[config.mk]
export PLATFORM = sky130hd
export DESIGN_NAME = mod12_monitor
export DESIGN_NICKNAME = d
export VERILOG_FILES = /design/src/rtl/mod12_monitor.sv
export SDC_FILE = /design/constraint.sdc
export NUM_CORES = 1
export LEC_CHECK = 0
export CORE_MARGIN = 8
export CORE_UTILIZATION = 53
export CTS_CLUSTER_SIZE = 25
export DETAILED_ROUTE_END_ITERATION = 10
export PLACE_DENSITY = 0.84
export SLEW_MARGIN = 20
export SYNTH_ARGS = -nofsm -noshare
export SYNTH_HDL_FRONTEND = slang
export SYNTH_SLANG_ARGS = --single-unit
[constraint.sdc]
create_clock -name clock -period 5.3 [get_ports clock]
set_input_delay 1.06 -clock clock [delete_from_list [all_inputs] [get_ports clock]]
set_output_delay 1.06 -clock clock [all_outputs]
set_load 0.02 [all_outputs]
[src/rtl/mod12_monitor.sv]
// Passive checker for a mod-12 up/down counter: keeps a reference model of the
// observed counter, flags mismatches and illegal values, and counts wraps.
module mod12_monitor #(
    parameter int unsigned ERR_W       = 8,
    parameter int unsigned WRAP_W      = 8,
    parameter bit          AUTO_RESYNC = 1'b1
) (
    input  logic              clock,
    input  logic              reset,
    input  logic              en,
    input  logic              clr_stats,
    input  logic              obs_load,
    input  logic              obs_mode,
    input  logic [3:0]        obs_data_in,
    input  logic [3:0]        obs_count,
    output logic              synced,
    output logic [3:0]        expected,
    output logic              mismatch,
    output logic              illegal,
    output logic              err_sticky,
    output logic [ERR_W-1:0]  err_count,
    output logic [WRAP_W-1:0] wrap_up_cnt,
    output logic [WRAP_W-1:0] wrap_dn_cnt
);

    localparam int unsigned CNT_W   = 4;
    localparam logic [CNT_W-1:0] MAX_CNT = CNT_W'(11);

    typedef enum logic [1:0] {
        UNSYNC = 2'd0,
        TRACK  = 2'd1,
        FAULT  = 2'd2
    } state_t;

    state_t             state, state_nxt;
    logic [CNT_W-1:0]   expected_nxt;
    logic               mismatch_nxt;
    logic               illegal_nxt;
    logic               sticky_nxt;
    logic [ERR_W-1:0]   err_nxt;
    logic [WRAP_W-1:0]  wrap_up_nxt;
    logic [WRAP_W-1:0]  wrap_dn_nxt;

    logic               illegal_ld;
    logic               illegal_cnt;
    logic               hit;
    logic [CNT_W-1:0]   predicted;

    // Next value of the observed counter given its current inputs and count.
    function automatic logic [CNT_W-1:0] next_count(
        input logic             ld,
        input logic             md,
        input logic [CNT_W-1:0] d,
        input logic [CNT_W-1:0] c
    );
        if (ld)
            return d;
        else if (md)
            return (c == MAX_CNT) ? CNT_W'(0) : c + CNT_W'(1);
        else
            return (c == CNT_W'(0)) ? MAX_CNT : c - CNT_W'(1);
    endfunction

    assign illegal_ld  = obs_load && (obs_data_in > MAX_CNT);
    assign illegal_cnt = obs_count > MAX_CNT;
    assign hit         = obs_count == expected;
    assign predicted   = next_count(obs_load, obs_mode, obs_data_in, obs_count);

    // Next-state and next-output logic.
    always_comb begin
        state_nxt    = state;
        expected_nxt = expected;
        mismatch_nxt = 1'b0;
        illegal_nxt  = 1'b0;
        sticky_nxt   = err_sticky;
        err_nxt      = err_count;
        wrap_up_nxt  = wrap_up_cnt;
        wrap_dn_nxt  = wrap_dn_cnt;

        if (!en) begin
            state_nxt = UNSYNC;
        end else begin
            unique case (state)
                UNSYNC: begin
                    if (illegal_ld || illegal_cnt) begin
                        illegal_nxt = 1'b1;
                        sticky_nxt  = 1'b1;
                    end else begin
                        expected_nxt = predicted;
                        state_nxt    = TRACK;
                    end
                end
                TRACK: begin
                    if (!hit) begin
                        mismatch_nxt = 1'b1;
                        sticky_nxt   = 1'b1;
                        if (err_count != '1)
                            err_nxt = err_count + ERR_W'(1);
                    end
                    if (illegal_ld || illegal_cnt) begin
                        // Model cannot follow an out-of-range value; start over.
                        illegal_nxt = 1'b1;
                        sticky_nxt  = 1'b1;
                        state_nxt   = UNSYNC;
                    end else if (hit || AUTO_RESYNC) begin
                        expected_nxt = predicted;
                        if (!obs_load && obs_mode && (obs_count == MAX_CNT)
                                && (wrap_up_cnt != '1))
                            wrap_up_nxt = wrap_up_cnt + WRAP_W'(1);
                        if (!obs_load && !obs_mode && (obs_count == CNT_W'(0))
                                && (wrap_dn_cnt != '1))
                            wrap_dn_nxt = wrap_dn_cnt + WRAP_W'(1);
                    end else begin
                        state_nxt = FAULT;
                    end
                end
                FAULT: begin
                    state_nxt = FAULT;
                end
                default: begin
                    state_nxt = UNSYNC;
                end
            endcase
        end

        // Clear overrides any statistic update on the same edge; pulses survive.
        if (clr_stats) begin
            sticky_nxt  = 1'b0;
            err_nxt     = '0;
            wrap_up_nxt = '0;
            wrap_dn_nxt = '0;
            if (state_nxt == FAULT)
                state_nxt = UNSYNC;
        end
    end

    // State and registered outputs.
    always_ff @(posedge clock or negedge reset) begin
        if (!reset) begin
            state       <= UNSYNC;
            synced      <= 1'b0;
            expected    <= '0;
            mismatch    <= 1'b0;
            illegal     <= 1'b0;
            err_sticky  <= 1'b0;
            err_count   <= '0;
            wrap_up_cnt <= '0;
            wrap_dn_cnt <= '0;
        end else begin
            state       <= state_nxt;
            synced      <= state_nxt == TRACK;
            expected    <= expected_nxt;
            mismatch    <= mismatch_nxt;
            illegal     <= illegal_nxt;
            err_sticky  <= sticky_nxt;
            err_count   <= err_nxt;
            wrap_up_cnt <= wrap_up_nxt;
            wrap_dn_cnt <= wrap_dn_nxt;
        end
    end

endmodule

==> flow_metrics.py, run 1 <==
metrics = {
    "setup_path": {
        "cp-startpoint": "obs_count[0]",
        "timing.setup.critical_path_class": "in -> reg",
        "rr_worst_depth": 5,
        "r2r_slack_ns": 3.11,
        "crit_path_max_fanout": 14,
        "regToRegStartpoint": "err_count[0]",
        "crit-reg2reg-capture": "err_count[7]",
        "crit_arrival_ns": 3.30,
        "endpoint_kind": "register",
        "critPathLaunchType": "input pin",
        "worstPathRequired_ns": 5.50,
    },
    "logic_synthesis": {
        "synthesis.area_sq_um": 1949,
        "synth.distinct_cells": 43,
        "synth_compound_area_share_pct": 17.91,
        "synthMuxAreaShare_pct": 2.246,
        "synthSimpleGateAreaFrac_pct": 24.45,
        "ys_top_cells_by_area": "dfrtp_1 44%, a21oi_1 6.2%, o21ai_0 3.6%",
        "synth_cells": 206,
        "synth_xor_area_share_pct": 3.594,
        "synthAdderAreaFrac_pct": 3.209,
        "syn_nets": 225,
        "yosys_warnings": 0,
        "synth_top_family_by_area": "simple AND/OR/NAND/NOR gates",
        "avgSynthCellArea_sq_um": 9.463,
        "synth_top_cell_by_area": "dfrtp_1",
        "synth_seq_cells": 34,
        "synth_top_area_share_pct": 43.65,
        "synth.yosys.seq_area_share_pct": 43.65,
    },
    "finish": {
        "insertedDiodeCount": 0,
        "multi_input_area_sq_um": 1007,
        "register_area_sq_um": 850.8,
        "drive_gt1_share_pct": 6.827,
        "nFillCells": 284,
        "syn2layout_area_growth_pct": 28.69,
        "final_cell_mix": "45 x clkdlybuf4s50_1, 34 x dfrtp_1, 24 x a21oi_1, 14 x o21ai_0, 12 x nand3_1",
        "fin_nets": 267,
        "final_common_cell": "clkdlybuf4s50_1",
    },
    "route": {
        "dr.first_iter.drc_count": 114,
        "detail-route-antenna-nets": 0,
        "dr.pass1.iters": 4,
        "viasPerCell": 5.828,
        "drt-total-wl_um": 4529,
        "wire_per_inst_um": 15.25,
        "vias": 1731,
        "drc": 0,
    },
    "clock_network": {
        "clockRootBuffer": "clkbuf_8",
        "worstSkewPairLatency_ns": 0.29,
        "hold_buffers": 0,
        "htree_levels": 2,
        "numCtsBuffers": 5,
        "clk_pin_slew_ns": 0.07,
        "cts_tree": "built",
        "ctsLongestPathBuffers": 2,
        "cts_setup_buffers": 0,
        "cts.sinks": 34,
        "ctsResizeCount": 0,
    },
    "placement": {
        "post-place-ws_ns": 1.911,
        "portBuffers": 45,
        "dp_hpwl_um": 3126,
        "place.gp.congestion": 0.7897,
    },
    "sta": {
        "rsz0062_at_grt": "false",
        "drv_slew": 0,
        "setup_viol_count_final": 0,
        "finClkSkew_ns": 0.008045,
        "finalSetupTns_ns": 0,
        "tightest_slew_ns": 1.035,
        "hold_viol_final": 0,
        "slew_headroom_pct": 30.76,
        "fin_ws_ns": 2.197,
        "min_period_ns": 3.103,
        "fin_crit_sh_pct": 58.55,
        "fmax_ghz": 0.3223,
    },
    "global_routing": {
        "overflow": 0,
        "grt_pass1_wl_um": 7672,
        "antenna_found_initial": 0,
        "grt_util_all_layers_pct": 15.56,
        "grt_max_degree": 35,
        "grt_pass1_vias": 1639,
    },
    "floorplanning": {
        "ios": 46,
        "rows": 22,
        "die_y_um": 76.65,
        "core_area_sq_um": 3606,
        "die_w_um": 76.65,
        "start_util_pct": 54.06,
        "die_area_sq_um": 5874,
    },
    "flow_run": {
        "max-cap-violations": 0,
    },
    "power": {
        "p_leak_nw": 0.9678,
        "power_density_nw_per_um2": 223.6,
        "vdd.ir_drop.worst_mv": 0.1968,
    },
    "hold_path": {
        "hold_path_end": "state[1]",
        "min_path_type": "reg -> reg",
        "hp-start": "state[0]",
        "whs_path_depth": 1,
    },
    "run_status": {
        "status": "complete, no violations",
    },
}
## synth_stat cells
library cell,number
o21ai_0,14
and3_1,2
nor3b_1,2
nand3_1,12
mux2_2,2
clkbuf_1,7
o31a_1,1
nand2_1,6
inv_1,10
nor2b_1,3
o41ai_1,1
buf_6,2
or4_4,1
mux2i_1,1
and3b_1,1
a41o_1,1
o31ai_1,9
o21bai_1,1
nor2_1,11
or3_1,7
a32oi_1,1
xnor2_1,6
and4_1,1
nand3b_1,8
nor3_1,2
dfrtp_1,34
or2_4,1
nor4_4,1
a311o_2,1
a221oi_1,1
nand2b_1,2
a31oi_1,1
or4_1,9
o21ba_2,1
mux2_1,1
nand4_1,3
a21oi_1,24
nor4bb_1,1
nor4_1,4
xor2_1,2
a2111o_1,1
buf_2,2
ha_1,5
## sequential cells by signal (all words and copies together), names as in the netlist
signal	cells
err_count	8
wrap_dn_cnt	8
wrap_up_cnt	8
expected	4
state	2
err_sticky	1
illegal	1
mismatch	1
synced	1
## critical path, stage by stage
cell	delay, ns
clkdlybuf4s50_1	0.63
ha_1	0.25
nand3b_1	0.13
a2111o_1	0.55
or4_1	0.52
a21oi_1	0.15
## worst max path at each step
stage	end	slack (ns)	cells after the start
CTS	wrap_up_cnt[7]	2.21	6
global route	wrap_up_cnt[7]	2.09	6
finish	wrap_up_cnt[7]	2.20	6
global placement	wrap_up_cnt[7]	1.98	6
detailed placement	wrap_up_cnt[7]	1.91	6
floorplan	wrap_dn_cnt[7]	2.53	6
## stage by stage
| step | cell area [sq um] | hold slack (ns) | util, % | std cells | power [W] |
|---|---|---|---|---|---|
| floorplan | 1949 | 0.4097 | - | 206 | 0.0003228 |
| global placement | 2409 | 0.4167 | 66.79 | 289 | 0.0003622 |
| detailed placement | 2409 | 0.4315 | 66.79 | 289 | 0.0003631 |
| CTS | 2504 | 0.4334 | 69.43 | 297 | 0.0005656 |
| global route | 2509 | 0.4609 | 69.57 | 297 | 0.0005860 |
| finish | 2509 | 0.4370 | 69.57 | 297 | 0.0005608 |
## power breakdown
part	internal [W]	switching [W]	total, W
Combinational	0.0000382	0.0000440	0.0000822
Clock	0.000104	0.0000985	0.000203
Sequential	0.000268	0.00000794	0.000276
## kinds of logic (layout without fill, tap and decap cells)
logic type                 after synthesis  after routing
AOI/OAI and AO/OA                       57             57
buffers and inverters                   21             64
adders and majority gates                5              5
muxes                                    4              4
xor gates and xnor gates                 8              8
DFF                                     34             34
and+or+nand+nor                         77             77
## routing by layer
layer,GRT usage (%),vias to the layer above,wire length [um]
li1,-,858,-
met1,18.86,831,2123
met2,24.85,37,2130
met3,4.481,5,205
met4,7.115,0,70
met5,0,-,0
## cell type report
cell class	count	area share, %
clock buffer	6	3.292
inverter	10	1.496
sequential	34	33.92
tap	48	2.394
multi-input combinational	151	40.15
clock inverter	2	0.4988
timing repair buffer	46	18.25
Note: power is estimated with default switching activity, not from simulation.
==> run 2, diff against run 1 <==
--- a/config.mk
+++ b/config.mk
@@ -6,10 +6,10 @@
 export NUM_CORES = 1
 export LEC_CHECK = 0
 export CORE_MARGIN = 8
-export CORE_UTILIZATION = 53
+export CORE_UTILIZATION = 45
 export CTS_CLUSTER_SIZE = 25
 export DETAILED_ROUTE_END_ITERATION = 10
-export PLACE_DENSITY = 0.84
+export PLACE_DENSITY = 0.76
 export SLEW_MARGIN = 20
 export SYNTH_ARGS = -nofsm -noshare
 export SYNTH_HDL_FRONTEND = slang
==> constraint.sdc (replaced) <==
create_clock -name clock -period 2.85 [get_ports clock]
set_input_delay 0.57 -clock clock [delete_from_list [all_inputs] [get_ports clock]]
set_output_delay 0.57 -clock clock [all_outputs]
set_load 0.02 [all_outputs]
==> run 2 against run 1 <==
  * Routed wire length is 1.8% higher
  * Register-to-register slack worse by 2.4 ns
  * Critical path depth is 1 lower
  * Global-route usage is 1.3 points lower
  * Cell area is 2.5% higher
  * Cell count is 4.4% higher
  * Worst setup slack worse by 1.8 ns
  * Via count is 3.0% higher
  * Largest cell class unchanged
==> flow_metrics.py, run 2 (same netlist as run 1, synthesis figures left out) <==
metrics = {
    "run_status": {
        "status": "complete, no violations",
    },
    "route": {
        "drt-total-wl_um": 4611,
        "viasPerCell": 5.752,
        "detail-route-antenna-nets": 0,
        "vias": 1783,
        "drc": 0,
        "wire_per_inst_um": 14.87,
        "dr.first_iter.drc_count": 101,
        "dr.pass1.iters": 4,
    },
    "global_routing": {
        "overflow": 0,
        "grt_util_all_layers_pct": 14.27,
        "grt_pass1_vias": 1689,
        "grt_pass1_wl_um": 7645,
        "antenna_found_initial": 0,
        "grt_max_degree": 35,
    },
    "setup_path": {
        "cp_cell_sequence": "clkdlybuf4s50_1 -> or2_4 -> or4_4 -> or4_1 -> a21oi_1",
        "critPathLaunchType": "input pin",
        "timing.setup.critical_path_class": "in -> reg",
        "crit_arrival_ns": 2.63,
        "endpoint_kind": "register",
        "crit_family": "simple AND/OR/NAND/NOR gates",
        "worst-path-buf-inv": 1,
        "crit_path_max_fanout": 14,
        "worstPathRequired_ns": 3.05,
        "cpPeakStageDelay_ns": 0.58,
        "cp_slowest_cell": "or4_4",
    },
    "flow_run": {
        "max-cap-violations": 0,
    },
    "power": {
        "p_total_w": 0.001033,
        "vdd.ir_drop.worst_mv": 0.2390,
        "power_density_nw_per_um2": 401.7,
        "p_comb_share_pct": 15.6,
        "intPower_w": 0.0007695,
        "sw_frac_of_total_pct": 25.53,
        "seq_power_share_pct": 49.5,
        "p_leak_nw": 1.013,
        "clkPwrFrac_pct": 34.9,
        "power.switching_w": 0.0002639,
    },
    "finish": {
        "insertedDiodeCount": 0,
        "syn2layout_area_growth_pct": 31.96,
        "final_common_cell": "clkdlybuf4s50_1",
        "fin_nets": 276,
        "drive_gt1_share_pct": 9.302,
        "final_cell_mix": "45 x clkdlybuf4s50_1, 34 x dfrtp_1, 24 x a21oi_1, 14 x o21ai_0, 12 x nand3_1",
        "biggestRegsByFlops": "err_count (8), wrap_dn_cnt (8), wrap_up_cnt (8)",
    },
    "clock_network": {
        "ctsLongestPathBuffers": 2,
        "htree_levels": 2,
        "ctsResizeCount": 0,
        "cts.sinks": 34,
        "cts_setup_buffers": 0,
        "hold_buffers": 0,
        "numCtsBuffers": 5,
        "clk_pin_slew_ns": 0.07,
        "worstSkewPairLatency_ns": 0.28,
        "cts_tree": "built",
        "clockRootBuffer": "clkbuf_8",
    },
    "placement": {
        "dp_hpwl_um": 3472,
        "portBuffers": 45,
        "place.gp.congestion": 0.8677,
    },
    "sta": {
        "fin_crit_sh_pct": 85.19,
        "fmax_ghz": 0.4119,
        "tightest_slew_ns": 0.5143,
        "rsz0062_at_grt": "false",
        "finClkSkew_ns": 0.005028,
        "hold_ws_ns": 0.4369,
        "min_period_ns": 2.428,
        "finalSetupTns_ns": 0,
        "drv_slew": 0,
        "hold_viol_final": 0,
        "slew_headroom_pct": 65.61,
        "setup_viol_count_final": 0,
    },
    "floorplanning": {
        "rows": 24,
        "ios": 46,
        "core_area_sq_um": 4264,
        "die_w_um": 81.82,
        "die_y_um": 81.82,
        "die_area_sq_um": 6694,
        "start_util_pct": 45.72,
    },
    "hold_path": {
        "min_path_type": "reg -> reg",
    },
}
run 2: cell count changes in the layout (fill, tap and decap cells not counted):
cell / delta
buf_4: +9
clkbuf_1: +1
clkinvlp_4: -1
nor3_1: +1
nor3_2: -1
run 2: path summary, 6_finish.rpt:
path	from	endpoint	slack [ns]	cells past startpoint
max	obs_mode	wrap_dn_cnt[5]	0.42	5
min	state[0]	state[1]	0.44	1
max in group asynchronous	reset	expected[0]	1.85	2
min reg2reg	state[0]	state[1]	0.44	1
max reg2reg	wrap_up_cnt[0]	wrap_up_cnt[7]	0.74	5
min in group asynchronous	reset	wrap_dn_cnt[4]	0.69	2
run 2: area by class of cell:
cell class                      instances  area (sq um)
Clock buffer                            7         86.33
Clock inverter                          1         5.005
Fill cell                             372          1692
Inverter                               10         37.54
Multi-Input combinational cell        151          1002
Sequential cell                        34         850.8
Tap cell                               52         65.06
Timing Repair Buffer                   55         525.5
run 2: power by group through the flow:
stage	combinational (W)	sequential [W]	clock (W)
floorplan	0.0000630	0.000537	0
detailed placement	0.000163	0.000521	0
global route	0.000176	0.000513	0.000392
finish	0.000161	0.000511	0.000361
global placement	0.000161	0.000521	0
CTS	0.000163	0.000512	0.000370
run 2: routing by layer:
layer | GRT usage, % | vias to the layer above | routed length [um]
li1 | - | 873 | -
met5 | 0 | - | 0
met4 | 4.561 | 0 | 34
met2 | 23.52 | 47 | 2175
met3 | 4.376 | 5 | 345
met1 | 17.36 | 858 | 2056
run 2: through the flow:
step | cells | worst slack, ns | utilization, % | cell area (sq um)
after floorplan | 206 | 0.5664 | - | 1949
after global placement | 302 | 0.1741 | 58.19 | 2481
after detailed placement | 302 | 0.1429 | 58.19 | 2481
after CTS | 310 | 0.4238 | 60.33 | 2572
after global routing | 310 | 0.3345 | 60.33 | 2572
final | 310 | 0.4222 | 60.33 | 2572
==> run 3, diff against run 2 <==
--- a/config.mk
+++ b/config.mk
@@ -5,8 +5,10 @@
 export SDC_FILE = /design/constraint.sdc
 export NUM_CORES = 1
 export LEC_CHECK = 0
+export CAP_MARGIN = 20
 export CORE_MARGIN = 8
 export CORE_UTILIZATION = 45
+export CTS_CLUSTER_DIAMETER = 80
 export CTS_CLUSTER_SIZE = 25
 export DETAILED_ROUTE_END_ITERATION = 10
 export PLACE_DENSITY = 0.76
==> results of run 3 <==
The final DEF is identical to that of run 2; final timing and power are the same.
